**src/rtl/pipe_trace_buffer.sv**
```systemverilog
// Retire-trace recorder: decodes ID-stage opcode/funct into a class and records
// {stamp, PC, class, WB data} in a circular buffer frozen by a pre/post trigger window.
module pipe_trace_buffer #(
   parameter int PC_W      = 32,
   parameter int DATA_W    = 32,
   parameter int DEPTH     = 16,
   parameter int POST_TRIG = 4,
   parameter int TS_W      = 16
) (
   input  logic                       clk,
   input  logic                       rst,
   input  logic                       cap_valid,
   input  logic [PC_W-1:0]            cap_pc,
   input  logic [5:0]                 cap_opcode,
   input  logic [5:0]                 cap_funct,
   input  logic [DATA_W-1:0]          cap_wd,
   input  logic                       arm,
   input  logic [1:0]                 trig_mode,
   input  logic [PC_W-1:0]            trig_pc,
   input  logic [4:0]                 trig_class,
   input  logic                       rd_en,
   input  logic [$clog2(DEPTH)-1:0]   rd_idx,
   output logic                       rd_valid,
   output logic                       rd_err,
   output logic [TS_W-1:0]            rd_ts,
   output logic [PC_W-1:0]            rd_pc,
   output logic [4:0]                 rd_class,
   output logic [DATA_W-1:0]          rd_wd,
   output logic [$clog2(DEPTH):0]     count,
   output logic [1:0]                 state,
   output logic                       triggered
);

   localparam int AW = $clog2(DEPTH);
   localparam logic [AW:0]   FULL_CNT  = (AW+1)'(DEPTH);
   localparam logic [AW-1:0] POST_INIT = AW'(POST_TRIG);
   localparam logic [AW-1:0] PCNT_ONE  = AW'(1);

   typedef enum logic [1:0] {S_IDLE = 2'd0, S_ARMED = 2'd1, S_POST = 2'd2, S_DONE = 2'd3} state_t;

   state_t            st;
   logic [AW-1:0]     wptr;
   logic [AW-1:0]     pcnt;
   logic [TS_W-1:0]   ts;

   logic [TS_W-1:0]   mem_ts  [DEPTH];
   logic [PC_W-1:0]   mem_pc  [DEPTH];
   logic [4:0]        mem_cls [DEPTH];
   logic [DATA_W-1:0] mem_wd  [DEPTH];

   logic [4:0]        cls_p0;
   logic              wr_p0;
   logic              hit_p0;
   logic [AW-1:0]     rd_addr_p0;
   logic              rd_miss_p0;

   function automatic logic [4:0] decode_class(input logic [5:0] op, input logic [5:0] fn);
      logic [4:0] c;
      c = 5'd0;
      if (op == 6'd0) begin
         case (fn)
            6'd32:   c = 5'd1;
            6'd34:   c = 5'd2;
            6'd36:   c = 5'd3;
            6'd37:   c = 5'd4;
            6'd42:   c = 5'd5;
            6'd0:    c = 5'd6;
            6'd8:    c = 5'd7;
            6'd27:   c = 5'd8;
            6'd16:   c = 5'd9;
            6'd18:   c = 5'd10;
            default: c = 5'd0;
         endcase
      end else begin
         case (op)
            6'd35:   c = 5'd11;
            6'd43:   c = 5'd12;
            6'd4:    c = 5'd13;
            6'd30:   c = 5'd14;
            6'd2:    c = 5'd15;
            6'd12:   c = 5'd16;
            default: c = 5'd0;
         endcase
      end
      return c;
   endfunction

   // capture stage p0: decode, write enable, trigger match
   always_comb begin
      cls_p0 = decode_class(cap_opcode, cap_funct);
      wr_p0  = !arm && cap_valid && (st == S_ARMED || st == S_POST);
      hit_p0 = 1'b0;
      case (trig_mode)
         2'd0:    hit_p0 = 1'b1;
         2'd1:    hit_p0 = (cap_pc == trig_pc);
         2'd2:    hit_p0 = (cls_p0 == trig_class);
         default: hit_p0 = 1'b0;
      endcase
      rd_addr_p0 = ((count == FULL_CNT) ? wptr : '0) + rd_idx;
      rd_miss_p0 = (st != S_DONE) || ({1'b0, rd_idx} >= count);
   end

   always_ff @(posedge clk) begin
      if (wr_p0) begin
         mem_ts[wptr]  <= ts;
         mem_pc[wptr]  <= cap_pc;
         mem_cls[wptr] <= cls_p0;
         mem_wd[wptr]  <= cap_wd;
      end
   end

   always_ff @(posedge clk or posedge rst) begin
      if (rst) begin
         st        <= S_IDLE;
         count     <= '0;
         wptr      <= '0;
         pcnt      <= '0;
         ts        <= '0;
         triggered <= 1'b0;
      end else begin
         ts <= ts + 1'b1;
         if (arm) begin
            st        <= S_ARMED;
            count     <= '0;
            wptr      <= '0;
            pcnt      <= '0;
            triggered <= 1'b0;
         end else begin
            if (wr_p0) begin
               wptr <= wptr + 1'b1;
               if (count != FULL_CNT)
                  count <= count + 1'b1;
            end
            case (st)
               S_ARMED: begin
                  if (cap_valid && hit_p0) begin
                     triggered <= 1'b1;
                     if (POST_TRIG == 0) begin
                        st <= S_DONE;
                     end else begin
                        st   <= S_POST;
                        pcnt <= POST_INIT;
                     end
                  end
               end
               S_POST: begin
                  if (cap_valid) begin
                     pcnt <= pcnt - 1'b1;
                     if (pcnt == PCNT_ONE)
                        st <= S_DONE;
                  end
               end
               default: ;
            endcase
         end
      end
   end

   // read stage p1: one-cycle registered readback, data held between requests
   always_ff @(posedge clk or posedge rst) begin
      if (rst) begin
         rd_valid <= 1'b0;
         rd_err   <= 1'b0;
         rd_ts    <= '0;
         rd_pc    <= '0;
         rd_class <= '0;
         rd_wd    <= '0;
      end else begin
         rd_valid <= rd_en;
         if (rd_en) begin
            rd_err <= rd_miss_p0;
            if (rd_miss_p0) begin
               rd_ts    <= '0;
               rd_pc    <= '0;
               rd_class <= '0;
               rd_wd    <= '0;
            end else begin
               rd_ts    <= mem_ts[rd_addr_p0];
               rd_pc    <= mem_pc[rd_addr_p0];
               rd_class <= mem_cls[rd_addr_p0];
               rd_wd    <= mem_wd[rd_addr_p0];
            end
         end
      end
   end

   assign state = st;

endmodule

```
**config.mk**
```make
export PLATFORM = sky130hd
export DESIGN_NAME = pipe_trace_buffer
export DESIGN_NICKNAME = d
export VERILOG_FILES = /design/src/rtl/pipe_trace_buffer.sv
export SDC_FILE = /design/constraint.sdc
export NUM_CORES = 2
export LEC_CHECK = 0
export BUFFER_PORTS_ARGS = -buffer_cell sky130_fd_sc_hd__buf_2
export CAP_MARGIN = 10
export CORE_ASPECT_RATIO = 0.8
export CORE_UTILIZATION = 26
export DETAILED_ROUTE_END_ITERATION = 16
export SKIP_CTS_REPAIR_TIMING = 1
export SLEW_MARGIN = 25
export SYNTH_ARGS = -nofsm -noshare
export SYNTH_HDL_FRONTEND = slang
export SYNTH_SLANG_ARGS = --single-unit
```
**constraint.sdc**
```tcl
create_clock -name clk -period 9.1 [get_ports clk]
set_input_delay 1.82 -clock clk [delete_from_list [all_inputs] [get_ports clk]]
set_output_delay 1.82 -clock clk [all_outputs]
set_load 0.02 [all_outputs]
```
Word-level counts from Yosys, hierarchy flattened
Memories as Yosys holds them, arrays and structs flattened.
Cells that the tools add are included.
Word-level totals
  logic and storage cells: 96
  memories kept: 4
  memory bits (writable): 1360
  bits of input ports: 124
  output and inout port bits: 95
  register bits after elaboration: 119
Memory list
  mem_pc: depth 16, bits a word 32, read ports 1, clocked after memory_dff 0, write ports 1, line 47  | logic [PC_W-1:0] mem_pc [DEPTH];
  mem_wd: depth 16, bits a word 32, read ports 1, clocked after memory_dff 0, write ports 1, line 49  | logic [DATA_W-1:0] mem_wd [DEPTH];
  mem_ts: depth 16, bits a word 16, read ports 1, clocked after memory_dff 0, write ports 1, line 46  | logic [TS_W-1:0] mem_ts [DEPTH];
  mem_cls: depth 16, bits a word 5, read ports 1, clocked after memory_dff 0, write ports 1, line 48  | logic [4:0] mem_cls [DEPTH];
Operators by class
  eq/ne operators: 28
  mux-type cells: 28
  $add $sub $neg: 5
  $lt $le $gt $ge: 1
  reduce and logical (&&, ||, !) cells: 18
Operators with widths (number)
  32-bit 2-to-1 mux: 2
  6-bit == test, second input constant: 7
  4-bit one-hot mux with 10 select lines: 1
  32-bit == test: 1
  5-bit one-hot mux with 6 select lines: 1
  5-bit 2-to-1 mux: 5
  6-bit by 5-bit == test with 1-bit output, second input constant: 4
  4-bit 2-to-1 mux: 6
  16-bit by 1-bit adder with 16-bit output, second input constant: 1
  16-bit 2-to-1 mux: 1
  6-bit by 4-bit == test with 1-bit output, second input constant: 2
  6-bit zero test: 2
  2-bit 2-to-1 mux: 4
  4-bit one-hot mux with 2 select lines: 1
  2-bit nonzero test: 4
  6-bit by 2-bit == test with 1-bit output, second input constant: 1
  6-bit by 3-bit == test with 1-bit output, second input constant: 1
  3-bit by 2-bit inequality test with 1-bit output, second input constant: 2
  5-bit by 1-bit adder with 5-bit output, second input constant: 1
  5-bit == test: 1
  5-bit == test, second input constant: 1
  4-bit by 5-bit greater-or-equal comparator with 1-bit output: 1
  1-bit 2-to-1 mux: 5
  5-bit inequality test, second input constant: 1
  other kinds (18): 24

Longest topological paths before layout
  depth after elaboration: 9
  mapped depth: 15
  gate-level depth less buffers: 12

Worst setup path before layout
Ideal clock, no wire load.
  kind: in2reg
  start: input arm
  end: memory mem_cls[2][0] (enable)
  required time: 8.467 ns
  library setup time: 0.633 ns
  path buffers: 1
  path slack: 0.387 ns
  data arrival time: 8.081 ns
  cell stages on the path: 4
  cells stage by stage: clkbuf_1 > nor2_1 > nand2_1 > nor3_1
On the way
  longest elaborated chain between the ends: 5
Ends and longest elaborated chain
  from (decl): line 17  | input logic arm,
  1-bit zero test: line 91  | wr_p0 = !arm && cap_valid && (st == S_ARMED || st == S_POST);
  1-bit logical AND (2 in series): line 91
  1-bit 2-to-1 mux: line 104  | if (wr_p0) begin
  1-bit 2-to-1 mux (not written as such): line 107  | mem_cls[wptr] <= cls_p0;
  to (decl): line 48
No other way between the ends.

Worst setup path after layout
  start: input rd_idx[0]
  end: register rd_wd[28]
On the way
  longest elaborated chain between the ends: 3
  elaborated cells on any way between the ends: 5
  those cells by class: 1 x add/sub; 1 x order compare; 1 x mux; 1 x reduce/logical; 1 x memory
Ends and longest elaborated chain
  from (decl): line 22  | input logic [$clog2(DEPTH)-1:0] rd_idx,
  4-bit adder or 4-bit by 5-bit greater-or-equal comparator with 1-bit output (tied branches): line 99, 100
  memory read 16 x 32 bit or 1-bit logical OR (tied branches)
  32-bit 2-to-1 mux *: line 172  | if (rd_miss_p0) begin
  to (signal assigned): line 181  | rd_wd <= mem_wd[rd_addr_p0];
  to (decl): line 28  | output logic [DATA_W-1:0] rd_wd,
Every way passes the cells marked *; elsewhere a longest branch is shown, timed or not.
A chain may end at the register's enable or synchronous reset.

==> out/qor.txt <==
Int Power -> 11.21 mW
Chip width -> 527.1 microns
Total number of vias -> 27820
Synth area leader -> edfxtp_1
CTS tree -> yes
Maxcap violations -> 0
Die ar. -> 222400 sq um
Ys async rst share -> 0.08046
DR WL/cell -> 24.58 microns
Most common cell in the synthesized netlist -> edfxtp_1
Final hold violations -> 0
Netlist cell types -> 59
Via density -> 4.635
Worst-Margin Slew -> 1.061 ns
Tmin final -> 4.546 ns
Setup violators final -> 0
Leakage -> 21.81 nW
Worst setup EP type -> register
Fin crit share -> 0.4995
Layout Skew -> 0.07927 ns
Placement Rows -> 153
Sequential power share -> 0.526
Dominant cells by area after synthesis -> edfxtp_1 (71%), mux4_2 (13%), dfrtp_1 (5.2%)
# IOs -> 219
RePlAce Congestion -> 0.6953
CP Launch Type -> input port
Initial core utilization -> 0.2628
Inst Count DP -> 5730
CTS max path bufs -> 4
Total power -> 14.25 mW
First drt pass iteration count -> 5
Syn_area_per_cell -> 20.93 sq um
Number of synthesized register bits -> 1479
Fillers -> 21000
Nets -> 3163
Compound-gate portion of the synthesized area -> 0.02228
Clock Pin Slew Worst Setup and Hold Paths -> 0.06 ns
Clock sinks -> 1479
Initial DRC count -> 2792
Yosys top cell area share -> 0.7122
Post-synth EDFFs -> 1360
Final Instance Count excl. Fillers -> 6003
Slew Limit Fails -> 0
Port buffer count -> 218
Area growth, synth to finish -> 16.81%
Clock latency at the later pin of the worst-skew pair -> 0.80 ns
Outcome -> complete, no violations
Clock power share -> 0.424
Synth Instances -> 2740
Max IR drop VDD -> 149.7 uV
Main combinational cell family by area after synthesis -> multiplexers
Yosys Warn Count -> 0
Fmax -> 220.0 MHz
Core area -> 218200 sq um
Critical Path RT -> 9.70 ns
Routed Wire Length -> 147600 microns
Mapped cell area -> 57340 sq um
TritonCTS Buffers -> 152
Synth Area in XOR/XNOR -> 0.009622
Total track usage -> 0.1306
Adder-Cell Fraction of Synth Area -> 0.004495
Initial antenna violation count -> 36
Mux contribution to synthesized area -> 0.1652
Placed wire-length estimate -> 74190 microns
Vias in the first global route -> 28220
Relative slew slack -> 0.2928
Post-route ant nets -> 0
First-pass GRT wire length -> 209400 microns
WP data arrival -> 5.14 ns
Drt drc -> 0
Hold Path Class -> register to register
# H-tree levels -> 4
Post-synthesis sequential area ratio -> 0.7641
Main flop type after synthesis -> edfxtp_1
CTS Root Cell -> clkbuf_16
Syn_nets -> 2884
Sw power -> 3.039 mW
Post-Synth Simple-Gate Area -> 0.01767
Total negative slack -> 0 ns
Total gr overflow -> 0
Post-synth top cells -> edfxtp_1 (1360), mux4_2 (340), dfrtp_1 (119), nand2_1 (108), inv_1 (106)
Pwr/cell area -> 212.8 nW/um^2
Crit-path max FO -> 62
Comb pwr share -> 0.050
Sw Ratio -> 0.2132
RSZ-0062 raised after global routing -> no
Die Y -> 422.1 microns
Critical setup path kind -> input port to register
Largest net degree at the start of global routing -> 150
Share of cells above drive strength 1 -> 0.2998
[final cells by class]
| cell class | count | area (sq um) | share of cell area |
|---|---|---|---|
| clock inverter | 58 | 494.2 | 0.007378 |
| timing repair buffer | 264 | 1684 | 0.02514 |
| sequential | 1479 | 43820 | 0.6542 |
| multi-input combinational | 1016 | 12740 | 0.1902 |
| inverter | 106 | 402.9 | 0.006015 |
| antenna | 7 | 17.52 | 0.0002615 |
| clock buffer | 206 | 4242 | 0.06332 |
| tap | 2867 | 3587 | 0.05355 |
[critical path, cell delays in order]
cell and delay [ns]:
buf_2 0.13, ha_4 0.14, inv_1 0.05, fa_4 1.13, buf_12 0.41, mux4_2 0.40, mux2_2 0.28, o21ai_0 0.56
o22ai_1 0.14
[power groups by stage]
stage                     sequential (mW)  combinational [mW]  clock, mW
final                                7.50               0.713       6.04
after CTS                            7.50               0.736       6.19
after global routing                 7.50               0.779       6.44
after floorplan                      7.67               0.412          0
after global placement               7.64               0.725          0
after detailed placement             7.64               0.734          0
[registers in the layout, indices dropped and copies added, names as in the netlist]
signal     count
wptr           4
rd_valid       1
mem_wd       512
mem_pc       512
triggered      1
rd_err         1
count          5
rd_ts         16
mem_cls       80
mem_ts       256
rd_wd         32
pcnt           4
rd_pc         32
rd_class       5
state          2
ts            16
[through the flow]
stage / worst slack, ns / utilization / cell area [sq um] / hold WS (ns)
2_1_floorplan: 0.3867 / - / 57340 / 0.5231
3_3_place_gp: 3.746 / 0.2849 / 62180 / 0.4599
3_5_place_dp: 3.752 / 0.2849 / 62180 / 0.5066
4_1_cts: 4.567 / 0.3066 / 66920 / 0.5196
5_1_grt: 4.397 / 0.3069 / 66980 / 0.5258
6_report: 4.554 / 0.3069 / 66980 / 0.5105
[kinds of logic (layout without fill, tap and decap cells)]
family                   Yosys count  count (layout)
adder cells (fa/ha/maj)           20              20
XOR/XNOR                          63              63
other                              0               7
flip-flops                      1479            1479
AND/OR/NAND/NOR                  211             211
buffers and inverters            245             634
AO/OA/AOI/OAI                    211             211
multiplexers                     511             511
[per-layer routing]
| layer | track usage | wire, microns |
|---|---|---|
| met1 | 0.1740 | 63330 |
| met2 | 0.2192 | 73510 |
| met3 | 0.02282 | 7596 |
| met4 | 0.03338 | 3053 |
| met5 | 0 | 62 |
[layout by cell type, fill, tap and decap left out, drive strengths merged, types with 86 or more instances in the layout]
| master | n |
|---|---|
| nand2 | 108 |
| inv | 110 |
| clkbuf | 206 |
| mux4 | 340 |
| mux2i | 86 |
| dfrtp | 119 |
| o21ai | 91 |
| edfxtp | 1360 |
| buf | 264 |
[path summary, 6_finish.rpt]
path / endpoint / start / slack, ns / depth (start not counted)
setup reg to reg: rd_wd[28] / count[0] / 4.65 / 12
min in group asynchronous: state[1] / rst / 1.11 / 2
setup / recovery: rd_wd[28] / rd_idx[0] / 4.55 / 9
max in group asynchronous: rd_wd[0] / rst / 6.65 / 3
hold reg to reg: rd_err / rd_err / 0.51 / 1
hold / removal: rd_err / rd_err / 0.51 / 1
No activity file was read; power rests on OpenSTA's default activity.
